## src/rtl/window_3x3_former.sv

```systemverilog
// 3x3 window former: turns a stream of three-pixel column beats into zero-padded
// 3x3 neighbourhoods tagged with their centre row and column.
module window_3x3_former #(
    parameter int DATA_WIDTH = 8,
    parameter int LINE_WORDS = 10,
    parameter int LINE_COUNT = 8
) (
    input  logic                                 clk,
    input  logic                                 rst,
    input  logic                                 sof,
    input  logic                                 tap_valid,
    input  logic [DATA_WIDTH-1:0]                tap_top,
    input  logic [DATA_WIDTH-1:0]                tap_mid,
    input  logic [DATA_WIDTH-1:0]                tap_bot,
    output logic [9*DATA_WIDTH-1:0]              win_data,
    output logic                                 win_valid,
    output logic [$clog2(LINE_COUNT)-1:0]        win_row,
    output logic [$clog2(LINE_WORDS)-1:0]        win_col,
    output logic                                 frame_done
);

    localparam int ROW_W = $clog2(LINE_COUNT);
    localparam int COL_W = $clog2(LINE_WORDS);
    localparam int CW    = 3 * DATA_WIDTH;
    localparam logic [ROW_W-1:0] LAST_ROW = ROW_W'(LINE_COUNT - 1);
    localparam logic [COL_W-1:0] LAST_COL = COL_W'(LINE_WORDS - 1);

    typedef enum logic [1:0] {FILL, RUN, DRAIN} state_t;

    state_t           state;
    logic [CW-1:0]    col_l, col_c, col_r;
    logic [ROW_W-1:0] in_row, drain_row;
    logic [COL_W-1:0] in_col;
    logic [CW-1:0]    beat;

    // column words keep the top pixel in the low bits, matching win_data row order
    assign beat = {tap_bot, tap_mid, tap_top};

    function automatic logic [9*DATA_WIDTH-1:0] form_window(
        input logic [CW-1:0] left,
        input logic [CW-1:0] centre,
        input logic [CW-1:0] right,
        input logic          pad_top,
        input logic          pad_bot,
        input logic          pad_left,
        input logic          pad_right
    );
        logic [CW-1:0] cols [3];
        form_window = '0;
        cols[0] = pad_left  ? '0 : left;
        cols[1] = centre;
        cols[2] = pad_right ? '0 : right;
        for (int r = 0; r < 3; r++) begin
            for (int c = 0; c < 3; c++) begin
                if (!(r == 0 && pad_top) && !(r == 2 && pad_bot))
                    form_window[DATA_WIDTH*(3*r+c) +: DATA_WIDTH] = cols[c][DATA_WIDTH*r +: DATA_WIDTH];
            end
        end
    endfunction

    always_ff @(posedge clk or posedge rst) begin
        if (rst) begin
            state      <= FILL;
            col_l      <= '0;
            col_c      <= '0;
            col_r      <= '0;
            in_row     <= '0;
            in_col     <= '0;
            drain_row  <= '0;
            win_data   <= '0;
            win_valid  <= 1'b0;
            win_row    <= '0;
            win_col    <= '0;
            frame_done <= 1'b0;
        end else begin
            win_valid  <= 1'b0;
            frame_done <= 1'b0;
            if (sof) begin
                // a pending drain window is dropped; a same-cycle beat starts the new frame
                col_l  <= '0;
                col_c  <= '0;
                col_r  <= tap_valid ? beat : '0;
                in_row <= '0;
                in_col <= tap_valid ? COL_W'(1) : '0;
                state  <= tap_valid ? RUN : FILL;
            end else begin
                if (state == DRAIN) begin
                    win_valid  <= 1'b1;
                    win_data   <= form_window(col_c, col_r, '0, drain_row == '0,
                                              drain_row == LAST_ROW, 1'b0, 1'b1);
                    win_row    <= drain_row;
                    win_col    <= LAST_COL;
                    frame_done <= (drain_row == LAST_ROW);
                end
                if (tap_valid) begin
                    col_l <= col_c;
                    col_c <= col_r;
                    col_r <= beat;
                    if (in_col != '0) begin
                        win_valid <= 1'b1;
                        win_data  <= form_window(col_c, col_r, beat, in_row == '0,
                                                 in_row == LAST_ROW, in_col == COL_W'(1), 1'b0);
                        win_row   <= in_row;
                        win_col   <= in_col - COL_W'(1);
                    end
                    if (in_col == LAST_COL) begin
                        in_col    <= '0;
                        in_row    <= (in_row == LAST_ROW) ? '0 : in_row + ROW_W'(1);
                        drain_row <= in_row;
                        state     <= DRAIN;
                    end else begin
                        in_col <= in_col + COL_W'(1);
                        state  <= RUN;
                    end
                end else if (state == DRAIN) begin
                    state <= FILL;
                end
            end
        end
    end

endmodule
```

## config.mk

```make
export PLATFORM = sky130hd
export DESIGN_NAME = window_3x3_former
export DESIGN_NICKNAME = d
export VERILOG_FILES = /design/src/rtl/window_3x3_former.sv
export SDC_FILE = /design/constraint.sdc
export NUM_CORES = 1
export LEC_CHECK = 0
export ABC_CLOCK_PERIOD_IN_PS = 5200
export CORE_MARGIN = 4
export CORE_UTILIZATION = 52
export CTS_CLUSTER_DIAMETER = 120
export CTS_CLUSTER_SIZE = 28
export DETAILED_ROUTE_END_ITERATION = 10
export PLACE_DENSITY_LB_ADDON = 0.15
export SLEW_MARGIN = 10
export SYNTH_ARGS = -nofsm -noshare
export SYNTH_HDL_FRONTEND = slang
export SYNTH_SLANG_ARGS = --single-unit
```

## constraint.sdc

```tcl
create_clock -name clk -period 5.2 [get_ports clk]
set_input_delay 1.04 -clock clk [delete_from_list [all_inputs] [get_ports clk]]
set_output_delay 1.04 -clock clk [all_outputs]
set_load 0.05 [all_outputs]
```

==> metrics, run 1 <==
run status finished clean; latest clock arrival within the worst-skew pair 0.41 ns; fin worst setup slack 1.82 ns; endpoint of the lowest-slack register-to-register path win_data[37]; number of global-route vias before repair 4332; WL final 13.7 mm; # IOs 109; Total Negative Setup Slacks 0 ns; sequential share of the synthesized area 60.2%; hold path depth 1; number of instances resized during post-cts repair 0; Root Buffer Master clkbuf_16; area delta synth->final 29.3%; CTS clock-pin slew for the worst setup and hold paths 0.06 ns; initial core utilization 53.6%; Tightest Pin Transition 1.03 ns; max_cap viols 0; detailed placer's ending HPWL 8.78 mm; layout cell share with drive strength beyond 1 9.21%; unique cell type count in the Yosys netlist 48; die footprint 13000 um^2; first-pass GRT wire length 22.6 mm; post-layout total power 3.29 mW; # Post-CTS Setup Buffers 0; global routing usage summed across all routing layers 21.9%; DR vias 4275; average wire per cell in the routed design 18.1 um; number of buffer cells added on primary ports 108; final setup vio count 0; Setup crit start kind flip-flop; clk buf depth 2; fill cell instance count of the final layout 825; placement row count 38; cell area after synthesis 5860 um^2; area inside the core boundary 10900 um^2; final worst-path cycle share 65.0%; leading cell type in the layout, fill and taps excluded dfrtp_1; Synth Area per Inst 11.5 um^2; Max IR drop VDD 0.255 mV; final hold viol count 0; die width 114 um; category of the most critical setup path reg -> reg; sinks on the clock net 141; final clock skew 0.0104 ns; H-tree levels 4; register-to-register setup slack 1.82 ns; syn_nets 546; Post-synth ARST share 100%; worst-case hold path end point win_data[8]; Min-Delay Path Class reg -> reg; post-route minimum period 3.38 ns; flip-flop and latch count after synthesis 141; ant diodes 0; most frequent cells in the layout dfrtp_1, clkdlybuf4s50_1, nand2_1, a22o_1, o21ai_0; source of the worst hold timing path win_data[8]; power per standard cell area 434 nW/um^2; flip-flop cell with the highest count after synthesis dfrtp_1; total gr overflow 0; weighted congestion at the end of routability-driven global placement 0.794; drt pass-1 iters 5; Total Nets Final 642; maximum number of pins on one net before global-route repair 110; post-route ant nets 0; tightest slew margin relative to the limit 30.8%; RSZ-0062 raised after global routing no; Vias per Instance 5.63; Pins Over Slew Limit 0; count of flip-flops with a built-in enable after synthesis 0; leakage component of the power 3.42 nW; post-layout utilization of the core 69.4%; number of cells on the worst reg-to-reg path 7; WP data required 5.49 ns; arrival time at the worst endpoint 3.67 ns; Ys Warns 0; drt drc 0; number of antenna violations at the first check in global routing 0; worst r2r src in_col[0]; maximum net fanout on the critical path 38; vertical extent of the die 114 um; placement-stage worst setup slack 1.46 ns; Post-Syn Instances 511; Peak Freq 296 MHz; CTS Hold Bufs 0; Hold Slack 0.499 ns; sort of element at the end of the critical path flip-flop; First DRT Iteration DRCs 434; clock tree from TritonCTS built; number of clock buffers inserted by TritonCTS 17
-- final cells by class --
class                      count  area (um^2)  area share (%)
clock buffer                  23          488            6.43
clock inverter                 8          130            1.72
inverter                       8         37.5           0.495
multi-input combinational    328         2130            28.1
sequential                   141         3530            46.5
tap                          140          175            2.31
timing repair buffer         111         1100            14.5
-- Yosys cell counts, drive strengths merged, types with 2 or more instances --
library cell  count  area share, %
o21ai            46            3.9
nor2b             2           0.21
inv               8           0.55
nand2b           28            3.0
nand3             5           0.43
a21oi            20            2.1
nor3              6           0.51
o221a             2           0.38
or3b              2           0.34
o2bb2ai           2           0.30
mux2i            24            4.1
nand2            56            3.6
or3               4           0.43
nor2             39            2.5
o221ai            7            1.0
mux2             12            2.3
ha                7            1.5
a22o             48            7.2
clkbuf           23            1.5
buf              11            1.5
dfrtp           141             60
-- sequential cells by signal, indices dropped and copies added (netlist names) --
register / flops
frame_done: 1
win_data: 72
win_row: 3
state: 2
col_c: 24
drain_row: 3
win_col: 4
in_col: 4
win_valid: 1
in_row: 3
col_r: 24
-- routing by layer --
layer	part of all wire, %	routed length, um	vias to the layer above	GRT usage (%)
li1	-	-	1992	-
met1	46	6320	2139	30.5
met2	47	6510	128	33.9
met3	5.2	709	16	6.13
met4	1.2	163	0	6.57
met5	0	0	-	0
-- per-stage QoR --
| step | cells | area (um^2) |
|---|---|---|
| 2_1_floorplan | 511 | 5860 |
| 5_1_grt | 759 | 7580 |
| 6_report | 759 | 7580 |
| 3_3_place_gp | 728 | 6970 |
| 4_1_cts | 759 | 7580 |
| 3_5_place_dp | 728 | 6970 |
-- worst max path at each step --
stage,startpoint,endpoint,slack (ns)
6_report,in_col[0],win_data[37],1.82
5_1_grt,in_col[0],win_data[35],1.63
4_1_cts,in_col[0],win_data[37],1.80
3_5_place_dp,tap_valid,win_data[35],1.46
3_3_place_gp,tap_valid,win_data[35],1.54
2_1_floorplan,rst,col_c[0],0.38
-- critical path, cell delays in order, from the launching register on --
cell,delay (ns)
dfrtp_1,0.46
inv_1,0.11
ha_1,0.22
or3b_4,0.44
a21oi_4,0.42
or2_2,0.75
buf_4,0.46
mux2_2,0.38
-- power by group --
group	switching, mW	total (mW)	internal (mW)	leakage [nW]
logic	0.486	0.747	0.261	1.29
clock network	0.443	1.25	0.806	0.293
registers	0.0823	1.29	1.21	1.84
total	1.01	3.29	2.28	3.42
-- cell families after synthesis --
group / share of synthesized area [%]
buf+inv: 3.52
simple gates: 11.9
mux: 6.40
flops: 60.2
xor+xnor: 0.149
compound gates: 16.4
fa+ha+maj: 1.49
Note: power is estimated with default switching activity, not from simulation.
==> inputs of run 2 (changes only) <==
Settings changed: ABC_CLOCK_PERIOD_IN_PS 5200 to 3000, CORE_UTILIZATION 52 to 47.
Clock period 5.2 ns to 3 ns, I/O delays scaled along.
==> run 2 against run 1 <==
Sequential share of layout area down 0.55 points. Global-route usage down 1.6 points. Maximum frequency up 45%. Sequential power up 73%. Worst hold slack worse by 0.0046 ns. Combinational power up 75%. Die area up 9.9%. Core utilization down 6.0 points. Wire length up 0.76%. Count of clock-buffer cells in the layout down 1. Highest routed layer unchanged.
==> metrics, run 2 (synthesized netlist as in run 1, its figures left out) <==
Root Buffer Master clkbuf_16; number of cells on the worst reg-to-reg path 7 (unchanged); initial core utilization 48.4% (-5.2 points); placement row count 40 (+5.3%); vertical extent of the die 120 um (+4.8%); worst r2r src in_col[0]; category of the most critical setup path reg -> reg; source of the worst hold timing path col_c[4]; share of total power in the clock network 36.9% (-1.1 points); RSZ-0062 raised after global routing no; final hold viol count 0 (unchanged); Sw Share 31.1% (+0.31 points); net switching component of the power 1.74 mW (+72%); max_cap viols 0 (unchanged); clock tree from TritonCTS built; global routing usage summed across all routing layers 20.3% (-1.6 points); gate family responsible for the most delay along the worst path simple AND/OR/NAND/NOR gates; combined buffer and inverter count along the critical path 2 (unchanged); maximum number of pins on one net before global-route repair 142 (+29%); register-to-register setup slack 0.67 ns (-1.15 ns); run status finished clean; Tightest Pin Transition 0.812 ns (-0.217 ns); weighted congestion at the end of routability-driven global placement 0.820 (+3.3%); H-tree levels 4 (unchanged); area inside the core boundary 12100 um^2 (+11%); max reg flops 72 (unchanged); drt drc 0 (unchanged); Pins Over Slew Limit 0 (unchanged); chain of cells forming the critical path inv_1 > ha_1 > or3b_4 > a21oi_4 > or2_2 > buf_12 > mux2_2; # IOs 109 (unchanged); post-route minimum period 2.33 ns (-1.05 ns); post-route ant nets 0 (unchanged); power share of the sequential group 39.8% (+0.5 points); Power Internal 3.87 mW (+70%); final clock skew 0.00691 ns (-0.00346 ns); most flop-heavy register win_data; final worst-path cycle share 77.6% (+13 points); number of antenna violations at the first check in global routing 0 (unchanged); part of the total power dissipated in combinational logic 23.3% (+0.6 points); fill cell instance count of the final layout 1000 (+21%); Max IR drop VDD 0.514 mV (+100%); post-layout utilization of the core 63.4% (-6.0 points); CTS Hold Bufs 0 (unchanged); leading cell type in the layout, fill and taps excluded dfrtp_1; maximum net fanout on the critical path 68 (+79%); Total Negative Setup Slacks 0 ns (unchanged); number of buffer cells added on primary ports 108 (unchanged); arrival time at the worst endpoint 2.63 ns (-1.04 ns); Slowest-stage cell, CP dfrtp_1; WP data required 3.30 ns (-2.19 ns); total gr overflow 0 (unchanged); number of logic stages on the critical path including buffering 7 (unchanged); clk buf depth 2 (unchanged); count of placed standard cells in the final layout, fillers left out 795 (+4.7%); Min-Delay Path Class reg -> reg; die width 120 um (+4.8%); largest stage delay on the critical path 0.44 ns (-0.31 ns); sinks on the clock net 141 (unchanged); die footprint 14300 um^2 (+9.9%); Post-Place Cells 763 (+4.8%); Peak Freq 430 MHz (+45%); detailed placer's ending HPWL 8.78 mm (about the same); number of clock buffers inserted by TritonCTS 17 (unchanged); Vias per Instance 5.40 (-4.1%); latest clock arrival within the worst-skew pair 0.42 ns (about the same); tightest slew margin relative to the limit 45.8% (+15 points); most frequent cells in the layout dfrtp_1, clkdlybuf4s50_1, nand2_1, a22o_1, o21ai_0; CTS clock-pin slew for the worst setup and hold paths 0.06 ns (about the same); number of global-route vias before repair 4448 (+2.7%); first-pass GRT wire length 22.9 mm (+1.7%); first element of the critical path in_col[0]; ant diodes 0 (unchanged); sort of element at the end of the critical path flip-flop; CP Capture Point win_data[39]; Setup crit start kind flip-flop; power per standard cell area 731 nW/um^2 (+69%); DR vias 4295 (+0.47%); WL final 13.8 mm (+0.76%); drt pass-1 iters 4 (-1); average wire per cell in the routed design 17.4 um (-3.8%); area delta synth->final 30.9%; largest registers in the final layout win_data: 72 flops, col_c: 24 flops, col_r: 24 flops; # Post-CTS Setup Buffers 0 (unchanged); leakage component of the power 3.46 nW (+1.1%); final setup vio count 0 (unchanged); endpoint of the lowest-slack register-to-register path win_data[39]; Total Nets Final 649 (+1.1%); layout cell share with drive strength beyond 1 10.5% (+1.3 points); First DRT Iteration DRCs 285 (-34%); number of instances resized during post-cts repair 0 (unchanged)
run 2: worst register-to-register path, stage by stage (launching register included):
cell	delay (ns)
dfrtp_1	0.44
inv_1	0.11
ha_1	0.21
or3b_4	0.44
a21oi_4	0.16
or2_2	0.14
buf_12	0.29
mux2_2	0.43
run 2: cell type report:
cell class                 instances  area [um^2]  area share, %
clock buffer                      22          484           6.31
clock inverter                    10          113           1.47
inverter                           8         36.3          0.473
multi-input combinational        328         2130           27.7
sequential                       141         3530           46.0
tap                              168          210           2.74
timing repair buffer             118         1170           15.3
run 2: routing by layer:
metal	share of wire (%)	up-vias	wire length, um	track usage (%)
li1	-	2017	-	-
met4	1.6	0	215	7.09
met2	47	134	6470	30.7
met1	45	2126	6220	27.5
met5	0	-	0	0
met3	6.6	18	906	7.02
run 2: worst min path at each step:
stage,end,cells past startpoint
finish,win_data[4],1
global route,win_data[13],1
CTS,win_col[1],1
detailed placement,win_data[4],1
global placement,win_data[6],1
floorplan,win_data[0],1
run 2: power groups by stage:
stage	registers [mW]	clock network, mW	logic, mW
after detailed placement	2.26	0	1.32
after global routing	2.26	2.19	1.38
after CTS	2.23	2.11	1.32
final	2.23	2.07	1.31
after floorplan	2.77	0	0.338
after global placement	2.26	0	1.30
run 2: metrics by stage:
stage	setup WS, ns	total power [mW]	cell area (um^2)	hold WS, ns
after floorplan	0.637	3.11	5870	0.465
after global placement	0.748	3.56	7080	0.474
after detailed placement	0.694	3.58	7080	0.477
after CTS	0.672	5.67	7670	0.496
after global routing	0.581	5.82	7670	0.523
final	0.672	5.61	7670	0.494
==> inputs of run 3 (changes only) <==
Settings changed: ABC_CLOCK_PERIOD_IN_PS 3000 to 2430, CORE_UTILIZATION 47 to 52.
Clock period 3 ns to 2.43 ns, I/O delays scaled along.
==> run 3 against run 2 <==
Final cell count shrank 2.8%. Clock power grew 34%. Wire length grew 3.3%. Power grew 28%. Critical path type unchanged. Worst setup slack lost 0.47 ns. Global-route usage grew 3.0 points. Critical path depth shrank 1. Non-clock buffer count grew 6. Register-to-register slack lost 0.47 ns. Sequential share of layout area shrank 0.29 points. Count of clock-buffer cells in the layout shrank 5.
==> metrics, run 3 (synthesized netlist as in run 1, its figures left out) <==
worst r2r src in_col[0]; Vias per Instance 5.65 (+4.6%); worst-case hold path end point col_c[1]; first-pass GRT wire length 23.3 mm (+1.8%); # Post-CTS Setup Buffers 0 (unchanged); leakage component of the power 3.51 nW (+1.3%); post-layout utilization of the core 70.6% (+7.3 points); area delta synth->final 31.7%; WL final 14.3 mm (+3.3%); count of placed standard cells in the final layout, fillers left out 773 (-2.8%); post-route ant nets 0 (unchanged); tightest slew margin relative to the limit 29.2% (-17 points); post-layout total power 7.16 mW (+28%); drt pass-1 iters 4 (unchanged); placement row count 38 (-5.0%); sinks on the clock net 141 (unchanged); routed length on met3 966 um (+6.6%); final clock skew 0.00722 ns (+0.000319 ns); final worst-path cycle share 91.7% (+14 points); Total Nets Final 655 (+0.92%); share of total power in the clock network 38.7% (+1.8 points); fin worst setup slack 0.203 ns (-0.470 ns); post-route minimum period 2.23 ns (-0.100 ns); largest registers in the final layout win_data: 72 flops, col_c: 24 flops, col_r: 24 flops; detailed placer's ending HPWL 9.35 mm (+6.5%); Min-Delay Path Class in -> reg; power share of the sequential group 38.5% (-1.3 points); area inside the core boundary 10900 um^2 (-9.7%); number of global-route vias before repair 4507 (+1.3%); total gr overflow 0 (unchanged); Tightest Pin Transition 1.05 ns (+0.241 ns); number of instances resized during post-cts repair 0 (unchanged); number of cells on the worst reg-to-reg path 6 (-1); maximum number of pins on one net before global-route repair 82 (-42%); Pins Over Slew Limit 0 (unchanged); Sw Share 31.5% (+0.43 points); max reg flops 72 (unchanged); Setup crit start kind flip-flop; register-to-register setup slack 0.20 ns (-0.47 ns); endpoint of the lowest-slack register-to-register path win_data[3]; layout cell share with drive strength beyond 1 11.5% (+1.0 points); # IOs 109 (unchanged); Peak Freq 449 MHz (+4.5%); number of clock buffers inserted by TritonCTS 17 (unchanged); Root Buffer Master clkbuf_16; number of buffer cells added on primary ports 108 (unchanged); Placement Cell Area 7090 um^2 (+0.14%); most frequent cells in the layout dfrtp_1, clkdlybuf4s50_1, nand2_1, a22o_1, o21ai_0; arrival time at the worst endpoint 2.58 ns (-0.05 ns); category of the most critical setup path reg -> reg; vertical extent of the die 114 um (-4.6%); CTS Hold Bufs 0 (unchanged); WP data required 2.78 ns (-0.52 ns); leading cell type in the layout, fill and taps excluded dfrtp_1; die width 114 um (-4.6%); initial core utilization 53.6% (+5.2 points); Max IR drop VDD 0.644 mV (+25%); ant diodes 0 (unchanged); clock tree from TritonCTS built; drt drc 0 (unchanged); clk buf depth 2 (unchanged); Max Used Layer met4; die footprint 13000 um^2 (-9.0%); met1 WL 5.97 mm (-4.0%); Power Internal 4.90 mW (+27%); total met2 wirelength after detailed routing 7.08 mm (+9.4%); placement-stage worst setup slack 0.210 ns (-0.484 ns); run status finished clean; max_cap viols 0 (unchanged); most flop-heavy register win_data; part of the total power dissipated in combinational logic 22.8% (-0.5 points); Hold Slack 0.443 ns (-0.0506 ns); latest clock arrival within the worst-skew pair 0.42 ns (about the same); RSZ-0062 raised after global routing no; power per standard cell area 927 nW/um^2 (+27%); Post-Place Cells 741 (-2.9%); source of the worst hold timing path sof; hold path depth 2 (+1); sort of element at the end of the critical path flip-flop; final setup vio count 0 (unchanged); H-tree levels 4 (unchanged); Finished Cell Area 7720 um^2 (+0.64%); maximum net fanout on the critical path 8 (-88%); DR vias 4367 (+1.7%); weighted congestion at the end of routability-driven global placement 0.861 (+4.9%); net switching component of the power 2.25 mW (+29%); First DRT Iteration DRCs 323 (+13%); average wire per cell in the routed design 18.4 um (+6.2%); Total Negative Setup Slacks 0 ns (unchanged); global routing usage summed across all routing layers 23.3% (+3.0 points); final hold viol count 0 (unchanged); CTS clock-pin slew for the worst setup and hold paths 0.06 ns (about the same); number of antenna violations at the first check in global routing 0 (unchanged)
## run 3: final cells by class
type	instances	area [um^2]
fillers	797	3210
inverters	8	36.3
multi-input cells	328	2130
well taps	140	175
flip-flops and latches	141	3530
repair buffers	124	1220
clock inverters	15	210
clock buffers	17	425
## run 3: worst max path at each step
| stage | end | from |
|---|---|---|
| 2_1_floorplan | col_c[0] | rst |
| 3_3_place_gp | win_data[3] | in_col[0] |
| 3_5_place_dp | win_data[15] | in_col[0] |
| 4_1_cts | win_data[3] | in_col[0] |
| 5_1_grt | win_data[1] | in_col[0] |
| 6_report | win_data[3] | in_col[0] |
## run 3: worst max-delay path, stage by stage (launching register included)
cell	delay, ns
dfrtp_1	0.44
inv_1	0.10
ha_1	0.22
or3b_4	0.44
a211o_1	0.35
a21oi_2	0.41
a22o_1	0.20
## run 3: power by group through the flow
stage / Sequential [mW] / Clock (mW) / Combinational [mW]
detailed placement: 2.79 / 0 / 1.64
global placement: 2.78 / 0 / 1.61
global route: 2.79 / 2.90 / 1.72
CTS: 2.76 / 2.80 / 1.65
finish: 2.76 / 2.77 / 1.63
floorplan: 3.42 / 0 / 0.417
## run 3: per-layer routing
layer  up-vias  track usage, %
met1      2182            30.3
li1       2023               -
met3        30            7.66
met4         0            7.84
met5         -               0
met2       132            37.0
==> patch (flow settings as in run 2) <==
The 3 states of `state_t` get a one-hot encoding in 3 bits.
--- a/src/rtl/window_3x3_former.sv
+++ b/src/rtl/window_3x3_former.sv
@@ -27,3 +27,3 @@
 
-    typedef enum logic [1:0] {FILL, RUN, DRAIN} state_t;
+    typedef enum logic [2:0] {FILL = 3'b001, RUN = 3'b010, DRAIN = 3'b100} state_t;
 
Function: no difference found for any inputs over 4 cycles, from zero or initial values and one cycle with rst high; so few cycles prove little.
==> patch against run 2 <==
  * Setup slack got worse by 81 ps
  * Synthesized area down 2.1%
  * Critical endpoint is now win_data[14]
  * Sequential cell count increased by 1
  * Critical path depth is 1 lower
  * Die area down 1.9%
  * Maximum frequency down 3.4%
  * Global-route usage grew 0.53 points
  * Largest cell class unchanged
  * Worst hold slack got worse by 1.3 ps
  * Design area down 0.36%
  * Final cell count is 3.9% lower
  * Wire length increased by 0.42%
  * Power is 4.1% higher
==> patch: results (changes against run 2) <==
metric,value,unit,change
sequential cell area fraction in the yosys report,0.6191,,was 0.6017
largest net degree at the start of global routing,63,,was 142
main area contributors after synthesis,"sky130_fd_sc_hd__dfrtp_1, sky130_fd_sc_hd__a22o_1, sky130_fd_sc_hd__nand2_1, sky130_fd_sc_hd__mux2i_1, sky130_fd_sc_hd__o21ai_0",,"was sky130_fd_sc_hd__dfrtp_1, sky130_fd_sc_hd__a22o_1, sky130_fd_sc_hd__mux2i_1, sky130_fd_sc_hd__o21ai_0, sky130_fd_sc_hd__nand2_1"
average wire per cell in the routed design,18.15,um,was 17.36 um
number of instances in the synthesized netlist,498,,was 511
GR Util met2,0.3073,,was 0.3069
Yosys cell types,44,,was 48
cell types with the highest counts after synthesis,"sky130_fd_sc_hd__dfrtp_1, sky130_fd_sc_hd__nand2_1, sky130_fd_sc_hd__a22o_1, sky130_fd_sc_hd__o21ai_0, sky130_fd_sc_hd__nor2_1",,unchanged
final HPWL from detailed placement,9.270,mm,was 8.779 mm
share of final-layout standard cells stronger than drive strength 1,0.1037,,was 0.1053
launch point of the worst hold path,col_c[10],,was col_c[4]
GPL Wtd Cong,0.8701,,was 0.8202
critical path data arrival time,2750,ps,was 2630 ps
cell chosen for the clock root,sky130_fd_sc_hd__clkbuf_16,,unchanged
worst setup slack before clock tree synthesis,571.7,ps,was 693.6 ps
leakage power summed over all cells,3.521,nW,was 3.462 nW
worst vdd ir,0.5541,mV,was 0.5138 mV
type of the tightest min-delay check,flip-flop to flip-flop,,unchanged
Met2 Wirelength,6.403,mm,was 6.469 mm
status,finished clean,,unchanged
via count,4230,,was 4295
via count normalized by instance count,5.537,,was 5.403
met3 Usage GRT,0.06794,,was 0.07022
post-synthesis net count,533,,was 546
delay of the slowest critical-path stage,720,ps,was 440 ps
clk slew on worst S/H paths,60,ps,about the same
critical path peak fanout,8,,was 68
depth of the CTS H-tree,4,,unchanged
worst clock skew,8.468,ps,was 6.905 ps
fraction of registers with async set/reset,1.000,,unchanged
routed metal-1 wirelength,6.435,mm,was 6.215 mm
cell type with the largest total area after synthesis,sky130_fd_sc_hd__dfrtp_1,,unchanged
final net count,640,,was 649
number of global-route vias before repair,4264,,was 4448
Filler Cells Inserted,944,,was 1000
first-pass GRT wire length,23.14,mm,was 22.94 mm
initial DRC count,284,,was 285
placed insts,733,,was 763
met1 track demand over resource,0.2926,,was 0.2747
area of placed instances,6983,um2,was 7078 um2
WL met3,864,um,was 906 um
highest-delay cell along the critical path,sky130_fd_sc_hd__a21oi_1,,was sky130_fd_sc_hd__dfrtp_1
Worst Tran Pin Value,947.0,ps,was 812.3 ps
total routing usage reported by global routing,0.2085,,was 0.2032
[patch: cell types whose count changed in the layout (fill, tap and decap cells not counted), sizes merged, moves of 3 or more]
cell,change
o21ai,-6
nand2,+20
o221ai,-7
bufinv,+3
a2bb2oi,+6
nand2b,-26
nand3,+8
nor2,-5
[patch: worst paths after layout]
path / depth (start not counted) / slack, ps / end
hold reg to reg: 1 / 490 / win_data[26]
setup reg to reg: 6 / 590 / win_data[14]
setup / recovery: 6 / 590 / win_data[14]
min in group asynchronous: 2 / 620 / col_c[10]
hold / removal: 1 / 490 / win_data[26]
max in group asynchronous: 3 / 1630 / state[0]
[patch: worst max-delay path: cells and delay by family, from the launching register on]
| kind | cells | cell delay [ps] |
|---|---|---|
| adder cells (fa/ha/maj) | 1 | 230 |
| buffers and inverters | 1 | 120 |
| flip-flops | 1 | 470 |
| AND/OR/NAND/NOR | 1 | 390 |
| AO/OA/AOI/OAI | 3 | 1130 |
[patch: final cells by class]
cell class,instances,area (um2),share of cell area
clock buffer,21,480.5,0.06283
inverter,10,41.29,0.005399
sequential,142,3555,0.4648
tap,147,183.9,0.02405
multi-input combinational,316,2017,0.2637
timing repair buffer,118,1186,0.1551
clock inverter,10,183.9,0.02405
[patch: kinds of logic (layout without fill, tap and decap cells)]
logic type / count (synthesis) / after routing / synth area share
compound gates: 126 / 126 / 0.1547
xor+xnor: 1 / 1 / 0.001526
fa+ha+maj: 7 / 7 / 0.01525
buf+inv: 40 / 159 / 0.02964
flops: 142 / 142 / 0.6191
mux: 37 / 37 / 0.06712
simple gates: 145 / 145 / 0.1127
[patch: report_power, final]
| group | total (mW) | internal (mW) | switching [mW] |
|---|---|---|---|
| logic | 1.28 | 0.444 | 0.832 |
| clock network | 2.33 | 1.56 | 0.768 |
| registers | 2.24 | 2.11 | 0.131 |
